## src/rtl/tt_dpll_pkg.sv

```systemverilog
// Shared DPLL types and default lock-monitor constants.
package tt_dpll_pkg;

  typedef enum logic [1:0] {
    UNLOCKED  = 2'd0,
    ACQUIRING = 2'd1,
    LOCKED    = 2'd2,
    SLIPPING  = 2'd3
  } lock_state_e;

  localparam int LOCK_CYCLES_DEF = 64;
  localparam int UNLOCK_ERRS_DEF = 4;
  localparam int WINDOW_DEF      = 32;
  localparam int SLIP_W_DEF      = 8;

endpackage

```

## src/rtl/tt_sat_counter.sv

```systemverilog
// Saturating up-counter with clear and parallel load (load used for scan shifting).
module tt_sat_counter #(
  parameter int W = 8
) (
  input  logic         clk_i,
  input  logic         rst_ni,
  input  logic         inc_i,
  input  logic         clr_i,
  input  logic         load_i,
  input  logic [W-1:0] load_val_i,
  output logic [W-1:0] cnt_o
);

  logic [W-1:0] cnt_q, cnt_d;

  always_comb begin
    cnt_d = cnt_q;
    if (load_i) begin
      cnt_d = load_val_i;
    end else if (clr_i) begin
      cnt_d = '0;
    end else if (inc_i && (cnt_q != '1)) begin
      cnt_d = cnt_q + 1'b1;
    end
  end

  always_ff @(posedge clk_i) begin
    if (!rst_ni) begin
      cnt_q <= '0;
    end else begin
      cnt_q <= cnt_d;
    end
  end

  assign cnt_o = cnt_q;

endmodule

```

## src/rtl/tt_lock_monitor.sv

```systemverilog
// DPLL lock detector with quiet-run acquisition, slip-window hysteresis and scan chain.
// Optional sticky loss-of-lock flag enabled by TT_LOCK_MON_STICKY_EN.
module tt_lock_monitor
  import tt_dpll_pkg::*;
#(
  parameter int LOCK_CYCLES = LOCK_CYCLES_DEF,
  parameter int UNLOCK_ERRS = UNLOCK_ERRS_DEF,
  parameter int WINDOW      = WINDOW_DEF,
  parameter int SLIP_W      = SLIP_W_DEF
) (
  input  logic              i_clk_gen,
  input  logic              i_rst_n,
  input  logic              i_enable,
  input  logic              i_up,
  input  logic              i_down,
  input  logic              i_clear_lost,
  output logic              o_locked,
  output logic [1:0]        o_state,
  output logic [SLIP_W-1:0] o_slip_cnt,
  output logic              o_lock_lost,
  input  logic              i_scan_en,
  input  logic              i_scan_in,
  output logic              o_scan_out
);

  localparam int QW = $clog2(LOCK_CYCLES + 1);
  localparam int EW = $clog2(UNLOCK_ERRS + 1);
  localparam int WW = $clog2(WINDOW + 1);
`ifdef TT_LOCK_MON_STICKY_EN
  localparam int LW = 1;
`else
  localparam int LW = 0;
`endif
  localparam int CHAIN_W = 2 + QW + EW + WW + SLIP_W + LW + 1;
  localparam int Q_OFF   = 2;
  localparam int E_OFF   = Q_OFF + QW;
  localparam int W_OFF   = E_OFF + EW;
  localparam int S_OFF   = W_OFF + WW;
  localparam int L_OFF   = S_OFF + SLIP_W;

  localparam logic [QW-1:0] LOCK_LIM = QW'(LOCK_CYCLES);
  localparam logic [EW-1:0] ERR_LIM  = EW'(UNLOCK_ERRS);
  localparam logic [WW-1:0] WIN_LIM  = WW'(WINDOW);

  lock_state_e       state_q, state_d;
  logic [QW-1:0]     q_cnt_q, q_cnt_d, q_inc;
  logic [EW-1:0]     err_cnt_q, err_cnt_d, err_inc;
  logic [WW-1:0]     win_cnt_q, win_cnt_d, win_inc;
  logic              locked_q, locked_d;
  logic              err, unlock_evt;
  logic [SLIP_W-1:0] slip_cnt;
  logic [CHAIN_W-2:0] chain_lo;
  logic [CHAIN_W-1:0] chain_sh;

  assign err     = i_up | i_down;
  assign q_inc   = q_cnt_q + 1'b1;
  assign err_inc = err_cnt_q + EW'(err);
  assign win_inc = win_cnt_q + 1'b1;
  // Every register moves one place toward o_scan_out; i_scan_in enters at state[0].
  assign chain_sh = {chain_lo, i_scan_in};

  always_comb begin
    state_d    = state_q;
    q_cnt_d    = q_cnt_q;
    err_cnt_d  = err_cnt_q;
    win_cnt_d  = win_cnt_q;
    unlock_evt = 1'b0;
    locked_d   = 1'b0;
    if (i_scan_en) begin
      state_d   = lock_state_e'(chain_sh[1:0]);
      q_cnt_d   = chain_sh[Q_OFF +: QW];
      err_cnt_d = chain_sh[E_OFF +: EW];
      win_cnt_d = chain_sh[W_OFF +: WW];
      locked_d  = chain_sh[CHAIN_W-1];
    end else if (!i_enable) begin
      state_d   = UNLOCKED;
      q_cnt_d   = '0;
      err_cnt_d = '0;
      win_cnt_d = '0;
    end else begin
      case (state_q)
        UNLOCKED: begin
          if (err) begin
            q_cnt_d = '0;
          end else begin
            state_d = ACQUIRING;
            q_cnt_d = QW'(1);
          end
        end
        ACQUIRING: begin
          if (err) begin
            state_d = UNLOCKED;
            q_cnt_d = '0;
          end else if (q_inc == LOCK_LIM) begin
            state_d = LOCKED;
            q_cnt_d = '0;
          end else begin
            q_cnt_d = q_inc;
          end
        end
        LOCKED: begin
          if (err) begin
            if (ERR_LIM == EW'(1)) begin
              unlock_evt = 1'b1;
            end else begin
              state_d   = SLIPPING;
              err_cnt_d = EW'(1);
              win_cnt_d = WW'(1);
            end
          end
        end
        SLIPPING: begin
          // Error threshold outranks window expiry on the same edge.
          if (err_inc == ERR_LIM) begin
            unlock_evt = 1'b1;
          end else if (win_inc == WIN_LIM) begin
            state_d   = LOCKED;
            err_cnt_d = '0;
            win_cnt_d = '0;
          end else begin
            err_cnt_d = err_inc;
            win_cnt_d = win_inc;
          end
        end
        default: state_d = UNLOCKED;
      endcase
      if (unlock_evt) begin
        state_d   = UNLOCKED;
        q_cnt_d   = '0;
        err_cnt_d = '0;
        win_cnt_d = '0;
      end
      locked_d = (state_d == LOCKED) || (state_d == SLIPPING);
    end
  end

  always_ff @(posedge i_clk_gen) begin
    if (!i_rst_n) begin
      state_q   <= UNLOCKED;
      q_cnt_q   <= '0;
      err_cnt_q <= '0;
      win_cnt_q <= '0;
      locked_q  <= 1'b0;
    end else begin
      state_q   <= state_d;
      q_cnt_q   <= q_cnt_d;
      err_cnt_q <= err_cnt_d;
      win_cnt_q <= win_cnt_d;
      locked_q  <= locked_d;
    end
  end

  tt_sat_counter #(
    .W (SLIP_W)
  ) u_slip_cnt (
    .clk_i      (i_clk_gen),
    .rst_ni     (i_rst_n),
    .inc_i      (unlock_evt),
    .clr_i      (1'b0),
    .load_i     (i_scan_en),
    .load_val_i (chain_sh[S_OFF +: SLIP_W]),
    .cnt_o      (slip_cnt)
  );

`ifdef TT_LOCK_MON_STICKY_EN
  logic lost_q, lost_d;

  always_comb begin
    lost_d = lost_q;
    if (i_scan_en) begin
      lost_d = chain_sh[L_OFF];
    end else if (unlock_evt) begin
      lost_d = 1'b1;
    end else if (i_clear_lost) begin
      lost_d = 1'b0;
    end
  end

  always_ff @(posedge i_clk_gen) begin
    if (!i_rst_n) begin
      lost_q <= 1'b0;
    end else begin
      lost_q <= lost_d;
    end
  end

  assign o_lock_lost = lost_q;
  assign chain_lo    = {lost_q, slip_cnt, win_cnt_q, err_cnt_q, q_cnt_q, state_q};
`else
  logic unused_clear_lost;
  assign unused_clear_lost = i_clear_lost;
  assign o_lock_lost       = 1'b0;
  assign chain_lo          = {slip_cnt, win_cnt_q, err_cnt_q, q_cnt_q, state_q};
`endif

  assign o_locked   = locked_q;
  assign o_state    = state_q;
  assign o_slip_cnt = slip_cnt;
  assign o_scan_out = locked_q;

endmodule

```

## config.mk

```make
export PLATFORM = sky130hd
export DESIGN_NAME = tt_lock_monitor
export DESIGN_NICKNAME = d
export VERILOG_FILES = /design/src/rtl/tt_dpll_pkg.sv /design/src/rtl/tt_sat_counter.sv /design/src/rtl/tt_lock_monitor.sv
export SDC_FILE = /design/constraint.sdc
export NUM_CORES = 1
export LEC_CHECK = 0
export CORE_ASPECT_RATIO = 1.75
export CORE_MARGIN = 4
export CORE_UTILIZATION = 50
export DETAILED_ROUTE_END_ITERATION = 10
export PLACE_DENSITY = 0.71
export SLEW_MARGIN = 20
export SYNTH_ARGS = -nofsm -noshare
export SYNTH_HDL_FRONTEND = slang
export SYNTH_HIERARCHICAL = 1
export SYNTH_SLANG_ARGS = --single-unit
```

## constraint.sdc

```tcl
create_clock -name i_clk_gen -period 3.3 [get_ports i_clk_gen]
set_clock_uncertainty 0.15 [all_clocks]
set_input_delay 0.33 -clock i_clk_gen [delete_from_list [all_inputs] [get_ports i_clk_gen]]
set_output_delay 0.33 -clock i_clk_gen [all_outputs]
set_load 0.02 [all_outputs]
```

Yosys cells after proc, flatten, opt, wreduce, memory -nomap -nowiden
Index checks and enable logic that the tools add are counted.
Widths: inputs -> output; s select.
{"block": "word_totals", "reg_bits": 27, "latch_bits": 0, "mem_bits_rw": 0, "romBits": 0, "in_bits": 8, "out_inout_bits": 13, "memories": 0}
{"block": "classes", "addsub": 4, "multipliers": 0, "n_div": 0, "n_lt_le_gt_ge": 0, "n_eq_ne": 13, "n_shift": 0, "n_mux": 43, "bitwise": 1, "reduce_logical": 5}
{"operator": "$mux 6", "n": 6}
{"operator": "$mux 7", "n": 5}
{"operator": "$mux 2", "n": 11}
{"operator": "$mux 3", "n": 6}
{"operator": "$mux 8", "n": 2}
{"operator": "$pmux 7 s2", "n": 1}
{"operator": "$pmux 6 s2", "n": 1}
{"operator": "$ne 5x1->1 const B", "n": 2}
{"operator": "$ne 5x5->1 const B", "n": 2}
{"operator": "$mux 1", "n": 9}
{"operator": "$add 8x1->8 const B", "n": 1}
{"operator": "$eq 2x2->1 const B", "n": 4}
{"operator": "$ne 8x8->1 const B", "n": 1}
{"operator": "$pmux 2 s4", "n": 1}
{"operator": "$add 7x1->7 const B", "n": 1}
{"operator": "$eq 7x7->1 const B", "n": 1}
{"operator": "$add 6x1->6 const B", "n": 1}
{"operator": "$eq 6x6->1 const B", "n": 1}
{"operator": "$pmux 3 s2", "n": 1}
{"operator": "$add 3x1->3", "n": 1}
{"operator": "$eq 3x3->1 const B", "n": 1}
{"operator": "$reduce_and 3->1", "n": 1}
{"operator": "$eq 2x1->1 const B", "n": 1}
{"operator": "$logic_not 2->1", "n": 1}
{"operator": "4 further kinds", "n": 4}

Logic depth before layout (Yosys ltp)
{"block": "logic_depth", "depth_word": 14, "mapped_depth": 10, "ltp_nobuf": 10}

By module
Netlist, hierarchy kept.
{"mod": "tt_lock_monitor", "instances": 1, "cells_each": 173, "area_each_um2": 1347.5}
{"mod": "tt_sat_counter", "instances": 1, "cells_each": 66, "area_each_um2": 506.7}

Least setup slack after synthesis
No wires, ideal clock.
{"block": "synth_path", "path_type": "input-to-reg", "start": "in i_down", "end": "reg u_slip_cnt.cnt_q[5] (netlist: u_slip_cnt/cnt_o[5])", "arrival_time_ns": 2.399, "required_ns": 3.031, "slack_ns": 0.632, "path_stages": 10, "n_path_buf": 0, "cell_sequence": "nor2_1 > inv_1 > ha_1 > ha_1 > nand4bb_1 > or2_2 > nor2_1 > o21a_1 > a31oi_1 > o221a_2"}
{"block": "synth_via", "elab_chain_len": 11}
{"item": "start: declaration", "line_no": "tt_lock_monitor.sv:15", "rtl": "input logic i_down,"}
{"item": "$or 1x1->1", "line_no": "tt_lock_monitor.sv:55", "rtl": "assign err = i_up | i_down;"}
{"item": "$add 3x1->3", "line_no": "tt_lock_monitor.sv:57", "rtl": "assign err_inc = err_cnt_q + EW'(err);"}
{"item": "$eq 3x3->1", "line_no": "tt_lock_monitor.sv:114", "rtl": "if (err_inc == ERR_LIM) begin"}
{"item": "$mux 1", "line_no": "tt_lock_monitor.sv:114"}
{"item": "$mux 1", "line_no": "tt_lock_monitor.sv:81", "rtl": "case (state_q)"}
{"item": "$mux 1", "line_no": "tt_lock_monitor.sv:75", "rtl": "end else if (!i_enable) begin"}
{"item": "$mux 1", "line_no": "tt_lock_monitor.sv:69", "rtl": "if (i_scan_en) begin"}
{"item": "$mux 1", "line_no": "tt_lock_monitor.sv:75"}
{"item": "$mux 1", "line_no": "tt_lock_monitor.sv:69"}
{"item": "named net unlock_evt", "line_no": "tt_lock_monitor.sv:50", "rtl": "logic err, unlock_evt;"}
{"item": "$logic_and 1x1->1", "line_no": "tt_sat_counter.sv:22", "rtl": "end else if (inc_i && (cnt_q != '1)) begin"}
{"item": "$reduce_bool 2->1 (no source line)"}
{"item": "end signal: assignment", "line_no": "tt_sat_counter.sv:31", "rtl": "cnt_q <= cnt_d;"}
{"item": "end: declaration", "line_no": "tt_sat_counter.sv:14", "rtl": "logic [W-1:0] cnt_q, cnt_d;"}
The timed path passes the listed nets, and every way through them passes these cells. The select of a mux whose other input is x is not followed.
A chain may end at the register's enable or synchronous reset.

Worst setup path after layout
Ends and elaborated chain as after synthesis.

==> results.toml <==
[synth]
synth_top_cell_area_share = 0.291
ys_ff_latch = 27
yosysSeqAreaShare = 0.291
avgSynthCellArea_um2 = 7.76
synthesis.area_um2 = 1850
synthTopCellsByArea = "dfxtp_1 29%, a21oi_1 6.2%, nand2_1 6.1%"
synth_top_area_cell = "dfxtp_1"
async_flop_share = 0
synth_edf_count = 0
synth.distinct_cells = 61
dominantRegCellSynth = "dfxtp_1"
yosysWarnings = 6
syn_inst = 239

[final_layout]
drive_gt1_frac = 0.0700
area_growth_pct = 14.1
diodes = 0
final_cell_mix = "30 x nand2_1, 27 x dfxtp_1, 23 x a21oi_1"
finalNonFillerCells = 303
layout_commonest_cell = "nand2_1"
fin_nets = 271

[sta]
period_share = 0.890
fmax_mhz = 340
holdWs_ps = 391
layout_setup_ws_ps = 363
drv_slew = 0
tightest_slew_ps = 576
setup_viol = 0
relSlewSlack = 0.615
hold_viol = 0
rsz0062_at_grt = "false"
finalSetupTns_ps = 0
period_minus_slack_ps = 2940

[cts]
htreeDepth = 1
path_clk_slew_ps = 90
cts_resized = 0
clock-sinks = 27
numCtsBuffers = 3
clockBufferDepth = 2
post_cts_buffers = 0
tritoncts = "yes"
cts_root_buffer = "clkbuf_8"
worstSkewPairLatency_ps = 270
ctsHoldBuffers = 0

[grt]
grt_pass1_vias = 1799
grt_max_degree = 28
grt-ovfl-total = 0
grt_pass1_wl_mm = 7.66
antenna_found_initial = 0
grt_use_total = 0.209

[power]
power.density_nw_per_um2 = 305
p_leak_uw = 0.000746
peakVddDrop_v = 0.000237
p_total_uw = 645

[drt]
wl_per_cell_um = 15.2
dr.pass1.iters = 5
viasPerCell = 6.22
ant_nets = 0
drt_iter0_markers = 83
drc = 0
wl_mm = 4.62
num_vias = 1885

[min_path]
hold_path.class = "reg2reg"
min-delay-start = "win_cnt_q[4]$_SDFFE_PN0P_"

[setup_path]
r2r_start = "err_cnt_q[0]$_SDFFE_PN0P_"
cp.required_ps = 3320
path_cells = "clkdlybuf4s50_1 -> nor2_1 -> inv_1 -> ha_1 -> ha_1 -> nand4bb_1 -> or2_2 -> nor2_1 -> o21a_1 -> a31oi_1 -> o221a_2"
slowest_stage = "clkdlybuf4s50_1"
arrival_ps = 2960
critPathBufInv = 2
slowest_delay_ps = 450
cp-start-kind = "primary input"
path_class = "in2reg"
crit_path_start = "i_down"
ff2ff_setup_slack_ps = 760
critical_path.endpoint_type = "register"
path_delay_family = "simple AND/OR/NAND/NOR gates"
crit_path_max_fanout = 5

[place]
hpwl_mm = 3.29
portBuffers = 18
placed_cells = 299
routabilityCongestion = 0.844
place_ws_ps = 91.6

[run_status]
status = "complete, no violations"

[floorplan]
core_um2 = 3590
fp.dieW_um = 54.0
fp.dieH_um = 88.6
start_util = 0.516
ios = 21
rows = 29
dieArea_um2 = 4790

[run]
maxCapViolCount = 0
## routing by layer
layer	track usage	wire (um)	share of wire	vias to the layer above
li1	-	-	-	942
met5	0	0	0	-
met4	0.109	106	0.023	0
met1	0.230	1860	0.40	889
met3	0.0152	152	0.033	9
met2	0.383	2500	0.54	45
## worst register-to-register path, cell delays in order (launching register included)
cell       delay, ps
dfxtp_1          330
ha_1             190
ha_1             310
nand4bb_1        210
or2_2            310
nor2_1           290
o21a_1           280
a31oi_1          110
o221a_2          250
## cells by family (layout without fill, tap and decap cells)
family,Yosys count,count (layout),synth area share
buf+inv,22,36,0.0621
compound gates,91,91,0.343
mux,1,1,0.00607
fa+ha+maj,5,5,0.0337
xor+xnor,3,3,0.0142
flops,27,27,0.291
simple gates,89,89,0.247
other cells,1,5,0.00202
## synthesized netlist by cell type (3+ instances only)
cell type  number
and3_1          5
nand3_1        12
dfxtp_1        27
ha_1            5
o221ai_1        3
a22oi_1         4
buf_4           3
o211a_1         3
o21ai_0        14
inv_1           7
or3_1           4
xnor2_1         3
o211ai_1        4
o21a_1          6
and2_1          3
clkbuf_1        6
nor2_1         13
nor3_1          5
a21oi_1        23
nand2_1        30
o31ai_1         4
## flip-flops by register name, indices dropped and copies added, names as in the netlist
register / cells
o_state: 2
u_slip_cnt/cnt_o: 8
o_locked: 1
win_cnt_q: 6
q_cnt_q: 7
err_cnt_q: 3
## report_power, final
group / switching [uW] / total, uW / internal, uW
Clock: 103 / 190 / 86.6
Combinational: 55.0 / 100 / 45.3
Sequential: 19.3 / 355 / 336
## area by class of cell
type / instances / area (um^2)
Inverter: 7 / 26.3
Fill cell: 332 / 1480
Sequential cell: 27 / 541
Tap cell: 46 / 57.6
Timing Repair Buffer: 25 / 233
Multi-Input combinational cell: 194 / 1210
Clock buffer: 4 / 45.0
## metrics by stage
| stage | instance area, um^2 | utilization |
|---|---|---|
| floorplan | 1870 | - |
| global placement | 2070 | 0.576 |
| detailed placement | 2070 | 0.576 |
| CTS | 2120 | 0.589 |
| global route | 2120 | 0.589 |
| finish | 2120 | 0.589 |
## worst paths after layout
check	endpoint	cells past startpoint
worst max-delay path	u_slip_cnt/cnt_o[5]$_SDFFE_PN0P_	11
worst min-delay path	win_cnt_q[4]$_SDFFE_PN0P_	2
worst max register to register	u_slip_cnt/cnt_o[5]$_SDFFE_PN0P_	8
worst min register to register	win_cnt_q[4]$_SDFFE_PN0P_	2
No activity file was read; power rests on OpenSTA's default activity.
